<file path="src/rtl/ifu_fetch.sv">
// Instruction fetch unit: owns the PC, issues one fetch at a time to the icache
// and queues {instruction, pc} pairs in a small in-order FIFO toward decode.
module ifu_fetch #(
    parameter int               WIDTH    = 32,
    parameter logic [WIDTH-1:0] RESET_PC = 32'h3000_0000,
    parameter int               DEPTH    = 2
) (
    input  logic             clock,
    input  logic             reset,
    output logic             fetch_rreq_o,
    output logic [WIDTH-1:0] fetch_raddr_o,
    input  logic             fetch_rready_i,
    input  logic             fetch_rvalid_i,
    input  logic [WIDTH-1:0] fetch_rdata_i,
    input  logic             redirect_valid_i,
    input  logic [WIDTH-1:0] redirect_pc_i,
    output logic             out_valid_o,
    input  logic             out_ready_i,
    output logic [WIDTH-1:0] out_inst_o,
    output logic [WIDTH-1:0] out_pc_o
);

    localparam int PTR_W = (DEPTH > 1) ? $clog2(DEPTH) : 1;
    localparam int CNT_W = $clog2(DEPTH + 1);
    localparam logic [CNT_W-1:0] FULL = CNT_W'(DEPTH);
    localparam logic [WIDTH-1:0] STEP = WIDTH'(4);

    typedef enum logic [1:0] {IDLE, WAIT, DROP} state_t;

    state_t           state;
    logic [WIDTH-1:0] pc;
    logic [WIDTH-1:0] req_addr;
    logic [WIDTH-1:0] inst_mem [DEPTH];
    logic [WIDTH-1:0] pc_mem   [DEPTH];
    logic [PTR_W-1:0] head;
    logic [PTR_W-1:0] tail;
    logic [CNT_W-1:0] count;

    logic             issue;
    logic             push;
    logic             pop;
    logic [WIDTH-1:0] push_pc;
    logic [WIDTH-1:0] target;
    logic             redirect_low_unused;

    assign target              = {redirect_pc_i[WIDTH-1:2], 2'b00};
    assign redirect_low_unused = ^redirect_pc_i[1:0];

    // A request is a single-cycle pulse; the icache keeps its own MSHR afterwards.
    assign issue = (state == IDLE) && (count < FULL) && fetch_rready_i
                   && !redirect_valid_i && !reset;

    assign push = (issue && fetch_rvalid_i)
                  || ((state == WAIT) && fetch_rvalid_i && !redirect_valid_i && !reset);
    assign push_pc = (state == IDLE) ? pc : req_addr;
    assign pop     = out_valid_o && out_ready_i;

    assign fetch_rreq_o  = issue;
    assign fetch_raddr_o = (state == IDLE) ? pc : req_addr;
    assign out_valid_o   = (count != '0);
    assign out_inst_o    = inst_mem[head];
    assign out_pc_o      = pc_mem[head];

    always_ff @(posedge clock) begin
        if (reset) begin
            state <= IDLE;
            pc    <= RESET_PC;
            head  <= '0;
            tail  <= '0;
            count <= '0;
        end else if (redirect_valid_i) begin
            pc    <= target;
            head  <= '0;
            tail  <= '0;
            count <= '0;
            case (state)
                IDLE:    state <= IDLE;
                default: state <= fetch_rvalid_i ? IDLE : DROP;
            endcase
        end else begin
            case (state)
                IDLE: begin
                    if (issue) begin
                        if (fetch_rvalid_i) begin
                            pc <= pc + STEP;
                        end else begin
                            req_addr <= pc;
                            state    <= WAIT;
                        end
                    end
                end
                WAIT: begin
                    if (fetch_rvalid_i) begin
                        pc    <= req_addr + STEP;
                        state <= IDLE;
                    end
                end
                DROP: begin
                    if (fetch_rvalid_i) begin
                        state <= IDLE;
                    end
                end
                default: state <= IDLE;
            endcase

            if (push) begin
                tail <= tail + 1'b1;
            end
            if (pop) begin
                head <= head + 1'b1;
            end
            case ({push, pop})
                2'b10:   count <= count + 1'b1;
                2'b01:   count <= count - 1'b1;
                default: count <= count;
            endcase
        end
    end

    // FIFO storage carries no reset; validity is tracked by count alone.
    always_ff @(posedge clock) begin
        if (push) begin
            inst_mem[tail] <= fetch_rdata_i;
            pc_mem[tail]   <= push_pc;
        end
    end

endmodule

</file>
<file path="config.mk">
export PLATFORM = sky130hd
export DESIGN_NAME = ifu_fetch
export DESIGN_NICKNAME = d
export VERILOG_FILES = /design/src/rtl/ifu_fetch.sv
export SDC_FILE = /design/constraint.sdc
export NUM_CORES = 1
export LEC_CHECK = 0
export ABC_AREA = 1
export CAP_MARGIN = 20
export CORE_MARGIN = 4
export CORE_UTILIZATION = 40
export DETAILED_ROUTE_END_ITERATION = 8
export SLEW_MARGIN = 40
export SYNTH_ARGS = -nofsm -noshare
export SYNTH_HDL_FRONTEND = slang
export SYNTH_SLANG_ARGS = --single-unit
export TNS_END_PERCENT = 20
</file>
<file path="constraint.sdc">
create_clock -name clock -period 6.9 [get_ports clock]
set_input_delay 1.725 -clock clock [delete_from_list [all_inputs] [get_ports clock]]
set_output_delay 1.725 -clock clock [all_outputs]
set_load 0.02 [all_outputs]
</file>
==> results of run 1 <==
power by group:
part,total [mW],switching (mW),internal [mW]
logic,0.390,0.238,0.153
clock network,0.947,0.444,0.503
registers,1.36,0.0189,1.34
Yosys cell counts (5+ instances only):
cell      count  area, um2
nor2_4        7       78.8
o21bai_1      5       37.5
nand3_1      40        200
a21oi_1      24        120
buf_2         6       30.0
clkbuf_1     18       67.6
nand2_2      19        119
mux2_2       64        721
nor2_2       13       81.3
nand2_1     287       1080
edfxtp_1    160       4800
dfxtp_1      39        781
a31oi_1      10       62.6
xnor2_1       5       43.8
inv_2         5       18.8
o21ai_0      23        115
nor2_1       44        165
inv_1        50        188
metrics by stage:
stage	power, mW	instance area, um2
5_1_grt	2.80	11500
3_3_place_gp	1.77	10900
2_1_floorplan	1.60	9030
4_1_cts	2.72	11500
6_report	2.69	11500
3_5_place_dp	1.78	10900
cells by family (layout without fill, tap and decap cells):
group	count (synthesis)	in the layout	synth area share (%)
adders and majority gates	4	4	0.554
buffers and inverters	90	263	4.50
DFF	199	199	61.8
xor gates and xnor gates	8	8	0.776
muxes	64	64	7.98
AOI/OAI and AO/OA	72	72	4.56
and+or+nand+nor	420	420	19.8
path summary, 6_finish.rpt:
| path | end | cells past startpoint | slack, ns |
|---|---|---|---|
| min reg2reg | req_addr[21] | 0 | 0.43 |
| max | fetch_rreq_o | 6 | 1.77 |
| min | req_addr[21] | 0 | 0.43 |
| max reg2reg | pc_mem[1][20] | 8 | 3.42 |
layer usage:
metal  track usage (%)  wire, um
met1              24.0     10200
met2              27.6     10200
met3              3.23      1140
met4              4.51       200
met5                 0         0
registers in the layout (all words and copies together), names as in the netlist, named ones only:
signal and flops:
inst_mem 64, pc_mem 64, req_addr 32, pc 30
count 2, state 2, head 1, tail 1
area by class of cell:
cell class                 count  share of cell area [%]
timing repair buffer         174                    15.0
clock buffer                  19                    3.77
clock inverter                13                    1.07
multi-input combinational    568                    26.6
tap                          280                    3.05
inverter                      57                    1.87
sequential                   199                    48.6
==> results by group, run 1 <==
Status
  • Status: finished clean

Clocking
  • Clk_lat worst skew: 0.43 ns
  • Hold Buf Count CTS: 0
  • # Post-CTS Setup Buffers: 0
  • CTS tree: yes
  • Total CTS buffers: 17
  • Num Clock Sinks: 199
  • CTS H-Tree Depth: 4
  • CTS Buffer Depth: 2
  • Post-CTS Resized: 0
  • Reg clk slew, reported paths: 0.07 ns
  • CTS root buf: clkbuf_16

Routing
  • Antenna Nets Post-Route: 0
  • WL per Instance: 16.6 um
  • DR DRC count: 0
  • Via count: 6336
  • Final wirelength: 21800 um
  • TritonRoute pass-1 iters: 5
  • Number of vias per cell: 4.84
  • 1st-iter DRT viols: 453

Logic synthesis
  • Avg Cell Area, Syn: 10.5 um2
  • Seq/Total Area, Yosys: 61.8%
  • Synth cell types: 38
  • Fraction of registers with async set or reset after synthesis: 0%
  • Ys Warns: 0
  • Post-Syn Area: 9030 um2
  • EDFF count, synth: 160
  • Syn Nets: 931
  • Cells after synthesis: 857
  • Ys flop type: edfxtp_1
  • Synth Register Bits: 199

Worst setup path
  • Worst R2R Start: state[1]
  • Crit path buffers/inverters: 4
  • Critical path's largest stage delay: 0.63 ns
  • Worst setup SP type: primary input
  • CP delay by family, top: buffers and inverters
  • Worst Setup End Kind: output pin
  • CP Class: in2out
  • CP cell instances: clkdlybuf4s50_1, buf_4, nor2_4, inv_2, nor2_1, clkdlybuf4s50_1
  • WP data arrival: 3.41 ns
  • CP Max Fanout: 27
  • Worst Path Required: 5.18 ns
  • Crit-path most repeated cell: clkdlybuf4s50_1
  • Launch point of the worst path: redirect_valid_i
  • Slowest library cell on the worst path: clkdlybuf4s50_1

GRT
  • GRT Util Overall: 17.1%
  • Vias in the first global route: 6039
  • Remaining global-route overflow: 0
  • Largest net degree at the start of global routing: 57
  • First-pass GRT wire length: 32900 um
  • Antenna violations before repair: 0

Timing
  • Slew @ Worst Pin: 0.803 ns
  • Tcrit/Tclk final: 74.4%
  • Fin. max-slew vios: 0
  • Slew margin rel.: 45.9%
  • RSZ-0062 raised after global routing: no
  • Clock period minus final worst setup slack: 5.13 ns
  • Setup TNS: 0 ns
  • Clock skew: 0.0122 ns
  • Final Worst Setup Slack: 1.77 ns
  • Fmax achieved: 195 MHz
  • Final hold viol count: 0
  • Min Hold Slack: 0.431 ns
  • Final setup violation count: 0

Placed design
  • Routability congestion estimate from global placement: 0.821
  • Post-detailed-placement half-perimeter wirelength: 15000 um
  • DP Worst Slack: 1.75 ns
  • Dpl cells: 1278
  • IO buf count: 165

Job
  • Max-cap violations: 0

Layout
  • Layout Cells excl Fill: 1310
  • Commonest non-fill, non-tap cell in the layout: nand2_1
  • Fill cell count: 1982
  • Ant. Diodes: 0
  • P&R area growth vs syn: 27.2%
  • Reg area: 5590 um2
  • Fin util: 52.2%
  • Nets: 1091
  • Commonest non-fill, non-tap cells in the layout: nand2_1, clkdlybuf4s50_1, edfxtp_1
  • Share of layout cells above drive strength 1: 14.9%
  • Multi-input logic area: 3060 um2

Min path
  • Worst min-delay path category: reg2reg
  • HP Start: pc[21]

Power
  • Worst VDD drop: 126 uV
  • Pwr Density: 234 nW/um2
  • Leakage: 4.19 nW

Floorplan
  • Die Ht: 158 um
  • Initial Utilization: 41.0%
  • Core Region: 22000 um2
  • Rows: 54
  • Die area: 25100 um2
  • Die X: 158 um
  • # IOs: 168
(Power assumes the default switching activity.)
==> inputs of run 2 (changes only) <==
PLACE_DENSITY = 0.66   (was default)
clock period = 4.7 ns   (was 6.9 ns; I/O delays follow)
==> run 2 against run 1 <==
  * Hold slack improved by 0.0040 ns
  * Die area unchanged
  * Combinational power increased by 49%
  * Sequential power increased by 46%
  * Routed wire length increased by 0.34%
  * Largest power group unchanged
==> results by group, run 2 (synthesis results as in run 1) <==
Status
  • Status: finished clean

Worst setup path
  • Worst Path Required: 3.52 ns
  • Worst setup SP type: register
  • CP delay by family, top: buffers and inverters
  • Worst R2R Start: state[1]
  • Worst Setup End Kind: output pin
  • Crit path buffers/inverters: 4
  • Critical path's largest stage delay: 0.69 ns
  • CP cell instances: inv_1, ha_1, inv_1, buf_4, nand2_1, o21ai_0, clkdlybuf4s50_1
  • Crit-path most repeated cell: inv_1
  • Crit Reg-Reg Endpoint: count[1]
  • CP Max Fanout: 18
  • Worst R2R Setup Slack: 1.72 ns
  • CP Class: reg2out
  • Reg2reg path depth: 11
  • Launch point of the worst path: state[0]
  • WP data arrival: 2.79 ns
  • Slowest library cell on the worst path: clkdlybuf4s50_1

Clocking
  • CTS H-Tree Depth: 4
  • Reg clk slew, reported paths: 0.07 ns
  • # Post-CTS Setup Buffers: 0
  • Hold Buf Count CTS: 0
  • CTS root buf: clkbuf_16
  • Post-CTS Resized: 0
  • Num Clock Sinks: 199
  • Total CTS buffers: 17
  • CTS Buffer Depth: 2
  • CTS tree: yes
  • Clk_lat worst skew: 0.43 ns

Timing
  • Final setup violation count: 0
  • Clock period minus final worst setup slack: 3.97 ns
  • Min Hold Slack: 0.435 ns
  • Final hold viol count: 0
  • Fin. max-slew vios: 0
  • Clock skew: 0.00758 ns
  • Fmax achieved: 252 MHz
  • Slew @ Worst Pin: 0.845 ns
  • RSZ-0062 raised after global routing: no
  • Slew margin rel.: 43.1%
  • Tcrit/Tclk final: 84.4%

Placed design
  • Post-detailed-placement half-perimeter wirelength: 14900 um
  • Post-place instance area: 11000 um2
  • Dpl cells: 1282
  • Routability congestion estimate from global placement: 0.891
  • IO buf count: 165

GRT
  • Largest net degree at the start of global routing: 66
  • GRT Util Overall: 17.3%
  • Antenna violations before repair: 0
  • Vias in the first global route: 6259
  • Remaining global-route overflow: 0
  • First-pass GRT wire length: 33600 um

Routing
  • Final wirelength: 21800 um
  • 1st-iter DRT viols: 495
  • DR DRC count: 0
  • TritonRoute pass-1 iters: 5
  • Via count: 6430
  • WL per Instance: 16.6 um
  • Antenna Nets Post-Route: 0
  • Number of vias per cell: 4.89

Floorplan
  • Die X: 158 um
  • Die area: 25100 um2
  • Initial Utilization: 41.0%
  • Rows: 54
  • Die Ht: 158 um
  • Core Region: 22000 um2
  • # IOs: 168

Layout
  • Commonest non-fill, non-tap cell in the layout: nand2_1
  • Ant. Diodes: 0
  • Commonest non-fill, non-tap cells in the layout: nand2_1, clkdlybuf4s50_1, edfxtp_1
  • Design Area, Final: 11700 um2
  • P&R area growth vs syn: 29.1%
  • Nets: 1095
  • Share of layout cells above drive strength 1: 15.6%
  • Top Registers: inst_mem: 64 flops, pc_mem: 64 flops, req_addr: 32 flops
  • Layout Cells excl Fill: 1314

Power
  • Pwr Density: 357 nW/um2
  • Worst VDD drop: 229 uV
  • Leakage: 4.28 nW

Job
  • Max-cap violations: 0

Min path
  • Worst Hold Depth: 0
  • Worst min-delay path category: reg2reg
  • HP Start: pc[21]
  • Hold endpoint: req_addr[21]
run 2: cell count changes in the layout (fill, tap and decap cells not counted), sizes merged:
cell | previous run | this run
buf | 9 | 13
clkinvlp | 2 | 1
clkbuf | 19 | 18
inv | 59 | 61
bufinv | 1 | 4
clkinv | 8 | 5
run 2: layout make-up:
class	count	area [um2]
flip-flops and latches	199	5590
multi-input cells	568	3060
well taps	280	350
clock inverters	14	210
clock buffers	18	439
inverters	57	215
repair buffers	178	1800
fillers	1914	10400
run 2: worst register-to-register path: stages, from the launching register on:
cell and delay [ns]:
dfxtp_1 0.31, inv_1 0.07, ha_1 0.14, buf_4 0.38, clkinv_2 0.53, a211oi_1 0.45, inv_1 0.18, ha_1 0.33
a21oi_1 0.12, o21ai_0 0.11, o21ai_0 0.17, a21oi_1 0.07
run 2: how the worst max path moves through the flow:
stage | to | slack (ns) | cells after the start
floorplan | inst_mem[0][0] | -0.33 | 6
global placement | fetch_rreq_o | 0.80 | 5
detailed placement | fetch_rreq_o | 0.78 | 5
CTS | fetch_raddr_o[21] | 0.66 | 7
global route | fetch_raddr_o[21] | 0.56 | 7
finish | fetch_raddr_o[21] | 0.73 | 7
run 2: routing by layer:
layer / track usage, % / up-vias / share of wire, %
li1: - / 3213 / -
met1: 22.8 / 3024 / 45
met2: 28.8 / 173 / 48
met3: 3.62 / 20 / 5.6
met4: 5.56 / 0 / 1.5
met5: 0 / - / 0
run 2: stage by stage:
stage / TNS [ns] / setup WS [ns] / util [%] / total power, mW
after detailed placement: 0 / 0.779 / 50.0 / 2.61
final: 0 / 0.732 / 53.0 / 4.17
after floorplan: -21.24 / -0.332 / - / 2.35
after CTS: 0 / 0.665 / 52.9 / 4.21
after global placement: 0 / 0.796 / 49.8 / 2.60
after global routing: 0 / 0.561 / 53.0 / 4.34
run 2: report_power, final:
part / leakage, nW / switching, mW / internal, mW
Clock: 0.317 / 0.674 / 0.923
Sequential: 1.78 / 0.0273 / 1.96
Combinational: 2.18 / 0.352 / 0.229
Total: 4.28 / 1.05 / 3.11
==> inputs of run 3 (changes only) <==
PLACE_DENSITY = default   (was 0.66)
clock period = 4.1 ns   (was 4.7 ns; I/O delays follow)
==> run 3 against run 2 <==
  * Cell area is 0.86% lower
  * Highest routed layer unchanged
  * Hold slack improved by 0.0041 ns
  * Via count is 0.33% lower
  * Non-clock buffer count increased by 2
  * Critical path depth is 2 lower
==> results by group, run 3 (synthesis results as in run 1) <==
Status
  • Status: finished clean

Floorplan
  • # IOs: 168
  • Die area: 25100 um2
  • Initial Utilization: 41.0%
  • Core Region: 22000 um2
  • Die Ht: 158 um
  • Rows: 54
  • Die X: 158 um

Clocking
  • Clk_lat worst skew: 0.43 ns
  • Post-CTS Resized: 0
  • Reg clk slew, reported paths: 0.08 ns
  • CTS tree: yes
  • # Post-CTS Setup Buffers: 0
  • Total CTS buffers: 17
  • CTS H-Tree Depth: 4
  • Hold Buf Count CTS: 0
  • Num Clock Sinks: 199
  • CTS root buf: clkbuf_16
  • CTS Buffer Depth: 2

Routing
  • Final wirelength: 21700 um
  • WL per Instance: 16.5 um
  • TritonRoute pass-1 iters: 7
  • Antenna Nets Post-Route: 0
  • Number of vias per cell: 4.87
  • 1st-iter DRT viols: 427
  • DR DRC count: 0
  • Via count: 6409

Worst setup path
  • Worst setup SP type: register
  • CP Class: reg2out
  • Slowest library cell on the worst path: clkdlybuf4s50_1
  • Reg2reg path depth: 11
  • Worst Path Required: 3.07 ns
  • CP cell instances: inv_1, ha_1, buf_4, o21ai_0, clkdlybuf4s50_1
  • Worst Setup End Kind: output pin
  • CP Max Fanout: 40
  • WP data arrival: 2.80 ns
  • Critical path's largest stage delay: 0.74 ns

Placed design
  • Routability congestion estimate from global placement: 0.822
  • Post-place instance area: 11000 um2
  • Post-detailed-placement half-perimeter wirelength: 15200 um
  • IO buf count: 165

Timing
  • Slew margin rel.: 46.1%
  • Clock period minus final worst setup slack: 3.83 ns
  • Final hold viol count: 0
  • Clock skew: 0.0136 ns
  • Fmax achieved: 261 MHz
  • Fin. max-slew vios: 0
  • Slew @ Worst Pin: 0.800 ns
  • Tcrit/Tclk final: 93.4%
  • Setup TNS: 0 ns
  • Final setup violation count: 0
  • RSZ-0062 raised after global routing: no
  • Min Hold Slack: 0.439 ns

GRT
  • First-pass GRT wire length: 33100 um
  • Antenna violations before repair: 0
  • Vias in the first global route: 6100
  • GRT Util Overall: 17.2%
  • Largest net degree at the start of global routing: 65
  • Remaining global-route overflow: 0

Layout
  • P&R area growth vs syn: 28.0%
  • Commonest non-fill, non-tap cell in the layout: nand2_1
  • Share of layout cells above drive strength 1: 15.5%
  • Design Area, Final: 11600 um2
  • Top Registers: inst_mem: 64 flops, pc_mem: 64 flops, req_addr: 32 flops
  • Commonest non-fill, non-tap cells in the layout: nand2_1, clkdlybuf4s50_1, edfxtp_1
  • Ant. Diodes: 0
  • Nets: 1097

Power
  • Worst VDD drop: 217 uV
  • Leakage: 4.24 nW
  • Pwr Density: 392 nW/um2
  • Tot Pwr: 4.54 mW

Min path
  • Worst Hold Depth: 0
  • Worst min-delay path category: reg2reg

Job
  • Max-cap violations: 0
## run 3: per-layer routing
layer  global-route usage, %  vias up  wire length [um]
li1                        -     3222                 -
met1                    23.5     3007              9860
met2                    28.4      166             10500
met3                    3.26       14              1070
met4                    4.59        0               261
met5                       0        -                 0
## run 3: per-stage QoR
stage               worst slack, ns  util [%]  instances
finish                        0.272      52.5       1316
global route                  0.261      52.5       1316
CTS                           0.357      52.5       1316
detailed placement            0.509      49.9       1284
global placement              0.512      49.9       1284
floorplan                    -0.782         -        857
## run 3: worst max-delay path, delay by kind of cell (launching register included)
family / cells / cell delay (ns)
adders and majority gates: 1 / 0.21
DFF: 1 / 0.37
buffers and inverters: 3 / 1.08
AOI/OAI and AO/OA: 1 / 0.70
## run 3: worst paths after layout
path | from | end | slack (ns)
setup / recovery | state[0] | fetch_raddr_o[5] | 0.27
hold / removal | pc[21] | req_addr[21] | 0.44
setup reg to reg | state[0] | count[1] | 1.54
hold reg to reg | pc[21] | req_addr[21] | 0.44
## run 3: power by group
part	internal (mW)	leakage, nW	switching, mW
registers	2.25	1.78	0.0319
logic	0.262	2.19	0.405
clock network	0.806	0.275	0.784
## run 3: area by class of cell
class | count | area (um2)
fillers | 1987 | 10500
clock inverters | 14 | 135
well taps | 280 | 350
inverters | 57 | 215
clock buffers | 18 | 429
repair buffers | 180 | 1790
multi-input cells | 568 | 3060
flip-flops and latches | 199 | 5590
